$ cat src/rtl/div_ratio_meter_if.sv
// div_ratio_meter_if: groups the divided-clock input, start request and measurement results.
// master = stimulus / consumer side (drives clk_in and start); slave = the meter itself.
// Widths must match the PER_W / SUM_W of the div_ratio_meter instance this connects to.
interface div_ratio_meter_if #(
   parameter int unsigned PER_W = 8,
   parameter int unsigned SUM_W = 16
);
   logic             clk_in;       // divided clock under test, asynchronous to sys_clk
   logic             start;        // one-cycle measurement request
   logic             busy;         // measurement in progress (ARM or MEAS)
   logic             done;         // one-cycle pulse, results valid
   logic             err_timeout;  // last measurement aborted on timeout
   logic [SUM_W-1:0] sum_cnt;      // total sys_clk cycles over WIN periods
   logic [PER_W-1:0] period_min;   // shortest period (0 when min/max tracking absent)
   logic [PER_W-1:0] period_max;   // longest period  (0 when min/max tracking absent)

   modport master (
      output clk_in, start,
      input  busy, done, err_timeout, sum_cnt, period_min, period_max
   );

   modport slave (
      input  clk_in, start,
      output busy, done, err_timeout, sum_cnt, period_min, period_max
   );
endinterface

$ cat src/rtl/div_ratio_meter.sv
// div_ratio_meter: measures WIN consecutive periods of clk_in in sys_clk cycles (sum, optional min/max).
// Latency: rise seen 3 sys_clk after a clk_in edge; done one cycle after the WIN-th counted rise or timeout.
// Backpressure: none; start is honoured only in IDLE, results hold until the next done.
//
// Ports: sys_clk, sys_rst_n (async active-low) plus bus (div_ratio_meter_if.slave):
//   clk_in, start in; busy, done, err_timeout, sum_cnt, period_min, period_max out.
// Build option: define DIV_MEAS_MINMAX_EN to track and publish period_min / period_max;
//   without it the min/max logic is absent and both outputs are tied to zero.
module div_ratio_meter #(
   parameter int unsigned      WIN     = 10,
   parameter int unsigned      PER_W   = 8,
   parameter int unsigned      SUM_W   = 16,
   parameter logic [PER_W-1:0] TIMEOUT = 8'd255
) (
   input  logic             sys_clk,
   input  logic             sys_rst_n,
   div_ratio_meter_if.slave bus
);

   localparam logic [1:0] ST_IDLE = 2'd0;
   localparam logic [1:0] ST_ARM  = 2'd1;
   localparam logic [1:0] ST_MEAS = 2'd2;
   localparam logic [1:0] ST_DONE = 2'd3;

   localparam int unsigned      CNT_W    = (WIN > 1) ? $clog2(WIN) : 1;
   localparam logic [CNT_W-1:0] LAST_IDX = CNT_W'(WIN - 1);

   logic             r_s1, r_s2, r_s3;
   logic [1:0]       r_state;
   logic [PER_W-1:0] r_per_cnt;
   logic [CNT_W-1:0] r_pcnt;
   logic [SUM_W-1:0] r_acc_sum;
   logic [SUM_W-1:0] r_sum_cnt;
   logic             r_err;

   logic             w_rise;
   logic             w_start;
   logic             w_timeout;
   logic             w_abort;
   logic             w_count;
   logic             w_last;
   logic [SUM_W-1:0] w_sum_nxt;

   // Two-flop synchroniser plus a history flop for edge detection.
   always_ff @(posedge sys_clk or negedge sys_rst_n) begin
      if (!sys_rst_n) begin
         r_s1 <= 1'b0;
         r_s2 <= 1'b0;
         r_s3 <= 1'b0;
      end else begin
         r_s1 <= bus.clk_in;
         r_s2 <= r_s1;
         r_s3 <= r_s2;
      end
   end

   assign w_rise    = r_s2 & ~r_s3;
   assign w_start   = (r_state == ST_IDLE) & bus.start;
   // A rise in the same cycle as the limit is a valid period of exactly TIMEOUT.
   assign w_timeout = ~w_rise & (r_per_cnt == TIMEOUT);
   assign w_abort   = ((r_state == ST_ARM) | (r_state == ST_MEAS)) & w_timeout;
   assign w_count   = (r_state == ST_MEAS) & w_rise;
   assign w_last    = w_count & (r_pcnt == LAST_IDX);
   assign w_sum_nxt = r_acc_sum + SUM_W'(r_per_cnt);

   // Period counter reads 1 in the cycle after a rise, so on the next rise it holds the
   // exact spacing. Restarting it on start makes the ARM timeout count from the request.
   always_ff @(posedge sys_clk or negedge sys_rst_n) begin
      if (!sys_rst_n) begin
         r_per_cnt <= '0;
      end else if (w_rise || w_start) begin
         r_per_cnt <= PER_W'(1);
      end else begin
         r_per_cnt <= r_per_cnt + PER_W'(1);
      end
   end

   always_ff @(posedge sys_clk or negedge sys_rst_n) begin
      if (!sys_rst_n) begin
         r_state <= ST_IDLE;
      end else begin
         case (r_state)
            ST_IDLE: if (bus.start) r_state <= ST_ARM;
            // First rise only aligns the period counter; it is not accumulated.
            ST_ARM: begin
               if (w_rise)         r_state <= ST_MEAS;
               else if (w_timeout) r_state <= ST_DONE;
            end
            ST_MEAS: if (w_last || w_abort) r_state <= ST_DONE;
            default: r_state <= ST_IDLE;
         endcase
      end
   end

   // Working accumulators run during the window; published results change only on DONE entry.
   always_ff @(posedge sys_clk or negedge sys_rst_n) begin
      if (!sys_rst_n) begin
         r_acc_sum <= '0;
         r_pcnt    <= '0;
         r_sum_cnt <= '0;
         r_err     <= 1'b0;
      end else begin
         if (w_start) begin
            r_acc_sum <= '0;
            r_pcnt    <= '0;
         end else if (w_count) begin
            r_acc_sum <= w_sum_nxt;
            r_pcnt    <= r_pcnt + CNT_W'(1);
         end

         if (w_last) begin
            r_sum_cnt <= w_sum_nxt;
            r_err     <= 1'b0;
         end else if (w_abort) begin
            r_sum_cnt <= r_acc_sum;   // partial sum of the periods counted so far
            r_err     <= 1'b1;
         end
      end
   end

   assign bus.busy        = (r_state == ST_ARM) | (r_state == ST_MEAS);
   assign bus.done        = (r_state == ST_DONE);
   assign bus.err_timeout = r_err;
   assign bus.sum_cnt     = r_sum_cnt;

`ifdef DIV_MEAS_MINMAX_EN
   logic [PER_W-1:0] r_acc_min, r_acc_max;
   logic [PER_W-1:0] r_min, r_max;
   logic [PER_W-1:0] w_min_nxt, w_max_nxt;

   assign w_min_nxt = (r_per_cnt < r_acc_min) ? r_per_cnt : r_acc_min;
   assign w_max_nxt = (r_per_cnt > r_acc_max) ? r_per_cnt : r_acc_max;

   // Min starts all-ones so the first counted period always replaces it; a window that
   // aborts before any period is counted publishes all-ones / zero.
   always_ff @(posedge sys_clk or negedge sys_rst_n) begin
      if (!sys_rst_n) begin
         r_acc_min <= '0;
         r_acc_max <= '0;
         r_min     <= '0;
         r_max     <= '0;
      end else begin
         if (w_start) begin
            r_acc_min <= '1;
            r_acc_max <= '0;
         end else if (w_count) begin
            r_acc_min <= w_min_nxt;
            r_acc_max <= w_max_nxt;
         end

         if (w_last) begin
            r_min <= w_min_nxt;
            r_max <= w_max_nxt;
         end else if (w_abort) begin
            r_min <= r_acc_min;
            r_max <= r_acc_max;
         end
      end
   end

   assign bus.period_min = r_min;
   assign bus.period_max = r_max;
`else
   assign bus.period_min = '0;
   assign bus.period_max = '0;
`endif

endmodule
$ cat src/flat_wrapper.sv
// flat-port wrapper written by rule: the top's interface ports become plain ports
module div_ratio_meter_flat 
#(
   parameter int unsigned      WIN     = 10,
   parameter int unsigned      PER_W   = 8,
   parameter int unsigned      SUM_W   = 16,
   parameter logic [PER_W-1:0] TIMEOUT = 8'd255
)
  (sys_clk, sys_rst_n, bus_clk_in, bus_start, bus_busy, bus_done, bus_err_timeout, bus_sum_cnt, bus_period_min, bus_period_max);
  div_ratio_meter_if #(.PER_W(PER_W), .SUM_W(SUM_W)) bus_i ();
  input  logic sys_clk;
  input  logic sys_rst_n;
  input wire logic [$bits(bus_i.clk_in)-1:0] bus_clk_in;
  input wire logic [$bits(bus_i.start)-1:0] bus_start;
  output wire logic [$bits(bus_i.busy)-1:0] bus_busy;
  output wire logic [$bits(bus_i.done)-1:0] bus_done;
  output wire logic [$bits(bus_i.err_timeout)-1:0] bus_err_timeout;
  output wire logic [$bits(bus_i.sum_cnt)-1:0] bus_sum_cnt;
  output wire logic [$bits(bus_i.period_min)-1:0] bus_period_min;
  output wire logic [$bits(bus_i.period_max)-1:0] bus_period_max;
  assign bus_i.clk_in = bus_clk_in;
  assign bus_i.start = bus_start;
  assign bus_busy = bus_i.busy;
  assign bus_done = bus_i.done;
  assign bus_err_timeout = bus_i.err_timeout;
  assign bus_sum_cnt = bus_i.sum_cnt;
  assign bus_period_min = bus_i.period_min;
  assign bus_period_max = bus_i.period_max;
  div_ratio_meter #(.WIN(WIN), .PER_W(PER_W), .SUM_W(SUM_W), .TIMEOUT(TIMEOUT)) u_core (.sys_clk(sys_clk), .sys_rst_n(sys_rst_n), .bus(bus_i));
endmodule
$ cat config.mk
export PLATFORM = sky130hd
export DESIGN_NAME = div_ratio_meter_flat
export DESIGN_NICKNAME = d
export VERILOG_FILES = /design/src/rtl/div_ratio_meter_if.sv /design/src/rtl/div_ratio_meter.sv /design/src/flat_wrapper.sv
export SDC_FILE = /design/constraint.sdc
export NUM_CORES = 1
export LEC_CHECK = 0
export ABC_AREA = 1
export BUFFER_PORTS_ARGS = -buffer_cell sky130_fd_sc_hd__buf_4
export CAP_MARGIN = 40
export CORE_UTILIZATION = 45
export DETAILED_ROUTE_END_ITERATION = 6
export GPL_TIMING_DRIVEN = 0
export HOLD_SLACK_MARGIN = 0.08
export PLACE_DENSITY = 0.7
export SLEW_MARGIN = 20
export SYNTH_ARGS = -nofsm -noshare
export SYNTH_HDL_FRONTEND = slang
export SYNTH_SLANG_ARGS = --single-unit
$ cat constraint.sdc
create_clock -name sys_clk -period 3.2 [get_ports sys_clk]
set_input_delay 0.16 -clock sys_clk [delete_from_list [all_inputs] [get_ports sys_clk]]
set_output_delay 0.16 -clock sys_clk [all_outputs]
set_load 0.005 [all_outputs]
==> flow_metrics.env <==
export IMPL_worst_ir_drop_vdd_mv=0.3605
export IMPL_synth_top_area_frac=0.3942
export IMPL_core_mm2=0.006794
export IMPL_crit_start="u_core.r_per_cnt[0]"
export IMPL_yosys_warnings=0
export IMPL_syn2layout_area_growth_pct=15.88
export IMPL_die_x_um=85.99
export IMPL_cts_tree="yes"
export IMPL_drc_errors=0
export IMPL_drtIter0Drc=247
export IMPL_die_h_um=85.99
export IMPL_grt_max_degree=51
export IMPL_pwr_density_cell_mw_per_mm2=511.5
export IMPL_cts_clk_slew_worst_paths_ps=90
export IMPL_path_cells="ha_1 -> fa_1 -> nand3_1 -> nand3_1 -> nand2_1 -> nand3_1 -> nand2_1 -> nand3_1 -> o21ai_0"
export IMPL_yosysTopAreaCell="dfrtp_1"
export IMPL_antenna_found_initial=0
export IMPL_timing_rr_end="u_core.r_acc_sum[8]"
export IMPL_grt_pass1_wl_mm=12.13
export IMPL_crit_top_cell="nand3_1"
export IMPL_netlist_area_mm2=0.003174
export IMPL_nets=489
export IMPL_drive_above_1_share=0.1447
export IMPL_dp_hpwl_mm=5.323
export IMPL_yosys_top_cells_area="dfrtp_1 39%, nand2_1 15%, nand3_1 9.9%"
export IMPL_dr_total_vias=2810
export IMPL_cp_slowest_cell="fa_1"
export IMPL_setup_viol=0
export IMPL_syn_avg_cell_area_um2=7.504
export IMPL_skew_ps=11.65
export IMPL_setup_tns_ps=0
export IMPL_place_gp_congestion=0.9169
export IMPL_min_period_ps=2044
export IMPL_cp_start_kind="flop"
export IMPL_final_common_cell="nand2_1"
export IMPL_max_cap_viol_count=0
export IMPL_worstSkewPairLatency_ps=320
export IMPL_rr_startpoint="u_core.r_per_cnt[0]"
export IMPL_rows=30
export IMPL_fmax_mhz=489.2
export IMPL_finalWirelength_mm=7.240
export IMPL_slew_violations=0
export IMPL_ys_ff_latch=50
export IMPL_yosysUniqueCellTypes=33
export IMPL_clockBufferDepth=2
export IMPL_tightest_slew_ps=640.7
export IMPL_dr_pass1_iters=6
export IMPL_path_class="flop to flop"
export IMPL_outcome="finished clean"
export IMPL_path_max_fanout=5
export IMPL_crit_required_ps=3430
export IMPL_final_cell_mix="123 x nand2_1, 63 x nand3_1, 54 x inv_1"
export IMPL_netlist_instances=423
export IMPL_wl_per_cell_um=12.79
export IMPL_initial_utilization=0.4672
export IMPL_arrival_ps=2270
export IMPL_rr_worst_depth=9
export IMPL_dp_cells=556
export IMPL_ios=39
export IMPL_multiInputGateArea_mm2=0.001625
export IMPL_ff2ff_setup_slack_ps=1160
export IMPL_relSlewSlack=0.5729
export IMPL_grt_pass1_vias=2668
export IMPL_cpPeakStageDelay_ps=480
export IMPL_die_area_mm2=0.007394
export IMPL_finalNonFillerCells=566
export IMPL_hp_start="bus_start"
export IMPL_diodes=0
export IMPL_cts_repair_resized=0
export IMPL_nFillCells=638
export IMPL_grtUsageTotal=0.2096
export IMPL_hold_path_class="input pin to flop"
export IMPL_grt_remaining_overflow=0
export IMPL_io_buffers=22
export IMPL_end_kind="flop"
export IMPL_ant_nets=0
export IMPL_rsz0062_at_grt="false"
export IMPL_p_leak_uw=0.002031
export IMPL_regArea_mm2=0.001251
export IMPL_final_hold_violation_count=0
export IMPL_tritoncts_num_buffers=5
export IMPL_period_share=0.6388
export IMPL_utilization=0.5414
export IMPL_cts_sinks=50
export IMPL_min_to="u_core.r_pcnt[2]"
export IMPL_holdPathStages=4
export IMPL_viasPerCell=4.965
export IMPL_cts_htree_levels=2
export IMPL_root_buffer="clkbuf_8"
export IMPL_seq_area_frac_synth=0.3942
## power breakdown
group	leakage (uW)	internal (uW)	switching, uW
clock	0.0000714	333	220
sequential	0.000680	699	80.0
combinational	0.00128	209	340
## critical path: cells and delay by family, from the launching register on
family / cells / cell delay (ps)
and+or+nand+nor: 6 / 700
DFF: 1 / 440
AOI/OAI and AO/OA: 1 / 90
adders and majority gates: 2 / 720
## cell families (layout without fill, tap and decap cells)
family | Yosys count | count (layout) | share of synthesized area
flip-flops | 50 | 50 | 0.3942
buffers and inverters | 76 | 108 | 0.1115
XOR/XNOR | 5 | 5 | 0.01380
adder cells (fa/ha/maj) | 16 | 16 | 0.06543
other | 1 | 16 | 0.001181
AO/OA/AOI/OAI | 36 | 36 | 0.06464
AND/OR/NAND/NOR | 239 | 239 | 0.3492
## registers in the layout (all words and copies together) (netlist names)
register,flops
u_core.bus.sum_cnt,16
u_core.r_acc_sum,16
u_core.r_per_cnt,8
u_core.r_pcnt,4
u_core.r_state,2
u_core.bus.err_timeout,1
u_core.r_s1,1
u_core.r_s2,1
u_core.r_s3,1
## area by class of cell
type,instances,share of cell area
Multi-Input combinational cell,312,0.4418
Clock inverter,2,0.01633
Sequential cell,50,0.3401
Timing Repair Buffer,24,0.05034
Inverter,56,0.05850
Clock buffer,6,0.02245
Tap cell,96,0.03265
Buffer,20,0.03776
## layer usage
layer,GRT usage,share of wire,up-vias
met1,0.2550,0.45,1310
met5,0,0,-
li1,-,-,1424
met3,0.02984,0.043,7
met4,0.07424,0.011,0
met2,0.3766,0.50,69
## stage by stage
stage	total power [uW]	worst slack, ps	hold slack [ps]	area, um^2
CTS	1897	1164	176.8	3679
global route	2008	964.1	218.8	3679
detailed placement	1337	1213	234.7	3516
finish	1882	1156	188.3	3679
global placement	1318	1246	232.2	3516
floorplan	1177	1458	-135.6	3231
## worst max-delay path by stage
stage	cells after the start	end	slack (ps)
after global routing	8	u_core.r_acc_sum[8]	960
after floorplan	7	u_core.bus.sum_cnt[6]	1460
after detailed placement	7	u_core.bus.sum_cnt[6]	1210
after global placement	7	u_core.bus.sum_cnt[6]	1250
after CTS	9	u_core.r_acc_sum[8]	1160
final	9	u_core.r_acc_sum[8]	1160
## what timing repair did
item / 4_1_cts / 5_1_grt
hold buffers: 2 / 0
endpoints found under the hold margin: 51 / 0
endpoints found under the setup margin: 0 / 0
buffers inserted: 0 / 0
## Yosys cell counts
cell and number:
dfrtp_1 50, a22o_1 3, buf_4 16, ha_1 15
o21bai_1 2, a21oi_1 11, a31oi_1 2, inv_1 54
o211ai_1 2, nor3b_1 1, nor3_1 2, fa_1 1
or2_2 3, o22ai_1 1, xor2_1 3, nand3b_1 1
nand4_2 1, o21ai_0 15, nand2_4 1, inv_4 2
nand2_1 123, conb_1 1, buf_2 3, nor2_1 25
nor2_4 6, nor2_8 1, nand3_1 63, xnor2_1 2
nand2_2 3, nand4_1 6, and2_1 1, nand3_2 2
clkbuf_1 1
(Power assumes the default switching activity.)
